`src/rtl/led_event_blinker.sv`:
```
// Event-driven LED blinker: each event produces one ON_CYCLES-long blink followed by an
// OFF_CYCLES gap; events arriving during a blink are queued in a saturating pending counter.
module led_event_blinker #(
  parameter int ON_CYCLES  = 25_000_000,
  parameter int OFF_CYCLES = 25_000_000,
  parameter int CNT_W      = 4
) (
  input  logic             clk,
  input  logic             rst,
  input  logic             evt,
  input  logic             clr_ovf,
  output logic             led,
  output logic             busy,
  output logic [CNT_W-1:0] pending,
  output logic             ovf,
  output logic [1:0]       state_dbg
);

  localparam int MAXC = (ON_CYCLES > OFF_CYCLES) ? ON_CYCLES : OFF_CYCLES;
  localparam int TW   = (MAXC > 1) ? $clog2(MAXC) : 1;

  localparam logic [TW-1:0]    ON_LOAD  = TW'(ON_CYCLES - 1);
  localparam logic [TW-1:0]    OFF_LOAD = TW'(OFF_CYCLES - 1);
  localparam logic [CNT_W-1:0] PMAX     = {CNT_W{1'b1}};

  localparam logic [1:0] ST_IDLE = 2'd0;
  localparam logic [1:0] ST_ON   = 2'd1;
  localparam logic [1:0] ST_GAP  = 2'd2;

  logic [1:0]       state_q, state_d;
  logic [TW-1:0]    timer_q, timer_d;
  logic             led_q, led_d;
  logic             busy_q, busy_d;
  logic [CNT_W-1:0] pending_q, pending_d;
  logic             ovf_q, ovf_d;
  logic             inc;
  logic             ovf_set;

  always_comb begin
    state_d   = state_q;
    timer_d   = timer_q;
    led_d     = led_q;
    busy_d    = busy_q;
    pending_d = pending_q;
    inc       = 1'b0;
    ovf_set   = 1'b0;

    case (state_q)
      ST_IDLE: begin
        if (evt) begin
          state_d = ST_ON;
          timer_d = ON_LOAD;
          led_d   = 1'b1;
          busy_d  = 1'b1;
        end
      end
      ST_ON: begin
        inc = evt;
        if (timer_q == '0) begin
          state_d = ST_GAP;
          timer_d = OFF_LOAD;
          led_d   = 1'b0;
        end else begin
          timer_d = timer_q - TW'(1);
        end
      end
      ST_GAP: begin
        if (timer_q == '0) begin
          // Final gap cycle: a queued blink wins, and a coincident evt replaces the one consumed.
          if (pending_q != '0) begin
            state_d = ST_ON;
            timer_d = ON_LOAD;
            led_d   = 1'b1;
            if (!evt) pending_d = pending_q - CNT_W'(1);
          end else if (evt) begin
            state_d = ST_ON;
            timer_d = ON_LOAD;
            led_d   = 1'b1;
          end else begin
            state_d = ST_IDLE;
            busy_d  = 1'b0;
          end
        end else begin
          timer_d = timer_q - TW'(1);
          inc     = evt;
        end
      end
      default: begin
        state_d   = ST_IDLE;
        timer_d   = '0;
        led_d     = 1'b0;
        busy_d    = 1'b0;
        pending_d = '0;
      end
    endcase

    if (inc) begin
      if (pending_q == PMAX) ovf_set = 1'b1;
      else                   pending_d = pending_q + CNT_W'(1);
    end

    ovf_d = (ovf_q & ~clr_ovf) | ovf_set;
  end

  always_ff @(posedge clk or negedge rst) begin
    if (!rst) begin
      state_q   <= ST_IDLE;
      timer_q   <= '0;
      led_q     <= 1'b0;
      busy_q    <= 1'b0;
      pending_q <= '0;
      ovf_q     <= 1'b0;
    end else begin
      state_q   <= state_d;
      timer_q   <= timer_d;
      led_q     <= led_d;
      busy_q    <= busy_d;
      pending_q <= pending_d;
      ovf_q     <= ovf_d;
    end
  end

  assign led       = led_q;
  assign busy      = busy_q;
  assign pending   = pending_q;
  assign ovf       = ovf_q;
  assign state_dbg = state_q;

endmodule
```
`config.mk`:
```
export PLATFORM = sky130hd
export DESIGN_NAME = led_event_blinker
export DESIGN_NICKNAME = d
export VERILOG_FILES = /design/src/rtl/led_event_blinker.sv
export SDC_FILE = /design/constraint.sdc
export NUM_CORES = 1
export LEC_CHECK = 0
export ABC_CLOCK_PERIOD_IN_PS = 2300
export BUFFER_PORTS_ARGS = -buffer_cell sky130_fd_sc_hd__buf_2
export CAP_MARGIN = 20
export CELL_PAD_IN_SITES_DETAIL_PLACEMENT = 0
export CELL_PAD_IN_SITES_GLOBAL_PLACEMENT = 1
export CORE_MARGIN = 2
export CORE_UTILIZATION = 40
export DETAILED_ROUTE_END_ITERATION = 8
export GPL_TIMING_DRIVEN = 0
export PLACE_DENSITY_LB_ADDON = 0.1
export SYNTH_ARGS = -nofsm -noshare
export SYNTH_HDL_FRONTEND = slang
export SYNTH_SLANG_ARGS = --single-unit
```
`constraint.sdc`:
```
create_clock -name clk -period 2.3 [get_ports clk]
set_input_delay 0.23 -clock clk [delete_from_list [all_inputs] [get_ports clk]]
set_output_delay 0.23 -clock clk [all_outputs]
set_load 0.005 [all_outputs]
```
==> out/qor.txt <==
Outcome = finished, final reports clean
RePlAce Congestion = 0.821
Number of synthesized flops with an enable pin = 0
Worst IR Drop VDD = 0.490 mV
Min-Delay Path Class = in -> async
Post-synthesis sequential area ratio = 0.349
Commonest non-fill, non-tap cells in the layout = 31 x o21ai_0, 30 x buf_4, 29 x a21oi_1, 27 x dfrtp_1, 23 x nor2_1
Largest net degree at the start of global routing = 35
Cell Pwr Density = 1090 mW/mm^2
First DRT Iteration DRCs = 181
Static Leak = 1.27 nW
Clk sinks = 34
Utilization after layout = 0.522
Gate count after technology mapping = 284
DR WL/cell = 19.0 um
Syn Nets = 297
WL final = 7.74 mm
GR Overflow Total = 0
Slew @ Worst Pin = 0.807 ns
P&R area growth vs syn = 26.8%
Headroom to the max-slew limit = 0.462
Commonest non-fill, non-tap cell in the layout = o21ai_0
First-pass DRT Iterations = 4
Final setup viols = 0
Post-synth top flop = dfrtp_1
Initial core utilization = 0.412
Startpoint types = flop
Yosys cell types = 61
Vias in the first global route = 2,246
Number of vias per cell = 5.88
Longest Clk Path Bufs = 2
Final Max Tran Viols = 0
Area of the multi-input gates = 0.00161 sq mm
FF+latch area = 860 sq um
Via count = 2,401
# IOs = 13
Global-route wire length before repair = 12.0 mm
Setup crit end kind = flop
DP HPWL = 4.98 mm
Cell Rows = 28
Crit Path Class = reg -> reg
Root Buffer = clkbuf_8
Critical Path AT = 2.51 ns
Clock Latency Late Sink = 0.30 ns
CP required = 2.52 ns
CP max stage delay = 0.62 ns
Hold slack = 0.0176 ns
Synth Register Bits = 34
Syn Area/Cell = 8.59 sq um
Achievable Freq = 436 MHz
Hold Vio Cnt, Final = 0
Post-Syn Area = 0.00244 sq mm
Worst Path Max Fanout = 5
Period Utilization, post-route = 0.996
# fillers = 573
GRT Util Overall = 0.239
CTS tree = built
Placed Area = 0.00259 sq mm
Ys async rst share = 1.00
DRC errors left = 0
Die height = 82.1 um
Antenna Nets Post-Route = 0
Total Die Area = 0.00674 sq mm
Final net count = 345
Crit path cell chain = inv_2 > ha_1 > nor4b_4 > nand4_2 > buf_6 > buf_4 > o211a_1 > nand2_1 > or4b_2 > a31oi_1
Antenna Cells = 0
CTS clk-pin slew, worst paths = 0.08 ns
CP bufs+invs = 3
Htree depth = 2
Core area = 0.00592 sq mm
CP delay by family, top = simple AND/OR/NAND/NOR gates
Final Critical Period = 2.29 ns
Initial antenna violation count = 0
CTS Buf Count = 5
DIE WIDTH = 82.1 um
Total of warnings raised by yosys = 0
Max_cap viols = 0
CP max stage cell = or4b_2
Final Cell Area = 0.00309 sq mm
Clk_skew = 0.00913 ns
Share of cells above drive strength 1 = 0.330
Buffers on Ports = 12
RSZ-0062 raised after global routing = true
==> flip-flops by register name, summed over array words and instances, names as in the netlist <==
register,cells
busy,1
state_dbg,2
timer_q,25
ovf,1
led,1
pending,4
==> cell type report <==
cell class / count / area share
plain buffers: 17 / 0.0372
clock buffers: 7 / 0.0279
clock inverters: 1 / 0.00162
inverters: 12 / 0.0146
multi-input cells: 221 / 0.519
flip-flops and latches: 34 / 0.278
well taps: 75 / 0.0303
repair buffers: 41 / 0.0910
==> Yosys cell counts, types with 2 or more instances <==
master / n / area [sq um]
o21ai_0: 37 / 185
dfrtp_1: 34 / 851
a21oi_1: 29 / 145
nor2_1: 25 / 93.8
nand2_1: 21 / 78.8
inv_1: 12 / 45.0
clkbuf_1: 11 / 41.3
ha_1: 9 / 113
xor2_1: 6 / 52.6
nor4_1: 5 / 31.3
a21o_1: 4 / 30.0
a221oi_1: 4 / 35.0
nand4_1: 4 / 25.0
nor3_1: 4 / 20.0
nor3b_1: 4 / 30.0
o22ai_1: 4 / 25.0
o31ai_1: 4 / 30.0
a31oi_1: 3 / 18.8
nand3_1: 3 / 15.0
nand3b_1: 3 / 22.5
nor4_4: 3 / 63.8
or2_2: 3 / 18.8
xnor2_1: 3 / 26.3
a211oi_1: 2 / 15.0
a22o_1: 2 / 17.5
buf_6: 2 / 22.5
clkbuf_8: 2 / 27.5
nand2b_1: 2 / 12.5
nand4b_1: 2 / 17.5
o211ai_1: 2 / 15.0
o41ai_1: 2 / 17.5
or3_1: 2 / 12.5
or4_1: 2 / 15.0
or4_2: 2 / 17.5
==> kinds of logic after synthesis <==
kind of cell / after synthesis / share of synthesized area
AO/OA/AOI/OAI: 107 / 0.271
XOR/XNOR: 9 / 0.0323
adder cells (fa/ha/maj): 9 / 0.0462
buffers and inverters: 29 / 0.0610
flip-flops: 34 / 0.349
multiplexers: 1 / 0.00410
AND/OR/NAND/NOR: 95 / 0.236
==> routing by layer <==
| layer | wire [um] | up-vias | global-route usage |
|---|---|---|---|
| met5 | 0 | - | 0 |
| met4 | 149 | 0 | 0.0700 |
| met3 | 324 | 13 | 0.0380 |
| met2 | 3560 | 57 | 0.373 |
| met1 | 3700 | 1171 | 0.341 |
| li1 | - | 1160 | - |
==> power breakdown <==
part	internal, W	switching, W
Sequential	0.000809	0.000289
Combinational	0.000823	0.000958
Clock	0.000242	0.000238
Total	0.00187	0.00148
==> per-stage QoR <==
step / total power, W / TNS, ns / cells / setup slack (ns)
global placement: 0.00239 / -10.61 / 371 / -0.679
finish: 0.00336 / 0 / 408 / 0.00834
floorplan: 0.00200 / 0 / 284 / 0.0562
CTS: 0.00310 / -0.00153 / 394 / -0.00153
detailed placement: 0.00239 / -9.12 / 371 / -0.615
global route: 0.00362 / -0.434 / 408 / -0.0828
==> worst register-to-register path: cells and delay by family, from the launching register on <==
kind | cells | cell delay, ns
fa+ha+maj | 1 | 0.19
compound gates | 2 | 0.33
flops | 1 | 0.39
buf+inv | 3 | 0.31
simple gates | 4 | 1.00
==> what timing repair did <==
| item | 4_1_cts | 5_1_grt |
|---|---|---|
| cloned | 0 | 1 |
| setup endpoints to repair | 33 | 28 |
| hold buffers | 0 | 0 |
| resized for setup | 18 | 41 |
| endpoints found under the hold margin | 0 | 0 |
| pin swaps | 9 | 15 |
| setup buffers | 15 | 13 |
==> path summary, 6_finish.rpt <==
kind	slack (ns)	start	endpoint	cells past startpoint
min in group clk	0.11	clr_ovf	ovf$_DFF_PN0_	2
max	0.008	timer_q[0]$_DFF_PN0_	timer_q[10]$_DFF_PN0_	10
min	0.02	rst	timer_q[18]$_DFF_PN0_	1
max reg2reg	0.008	timer_q[0]$_DFF_PN0_	timer_q[10]$_DFF_PN0_	10
max in group asynchronous	1.71	rst	pending[0]$_DFF_PN0_	1
min reg2reg	0.49	led$_DFFE_PN0P_	led$_DFFE_PN0P_	1
(Power assumes the default switching activity.)
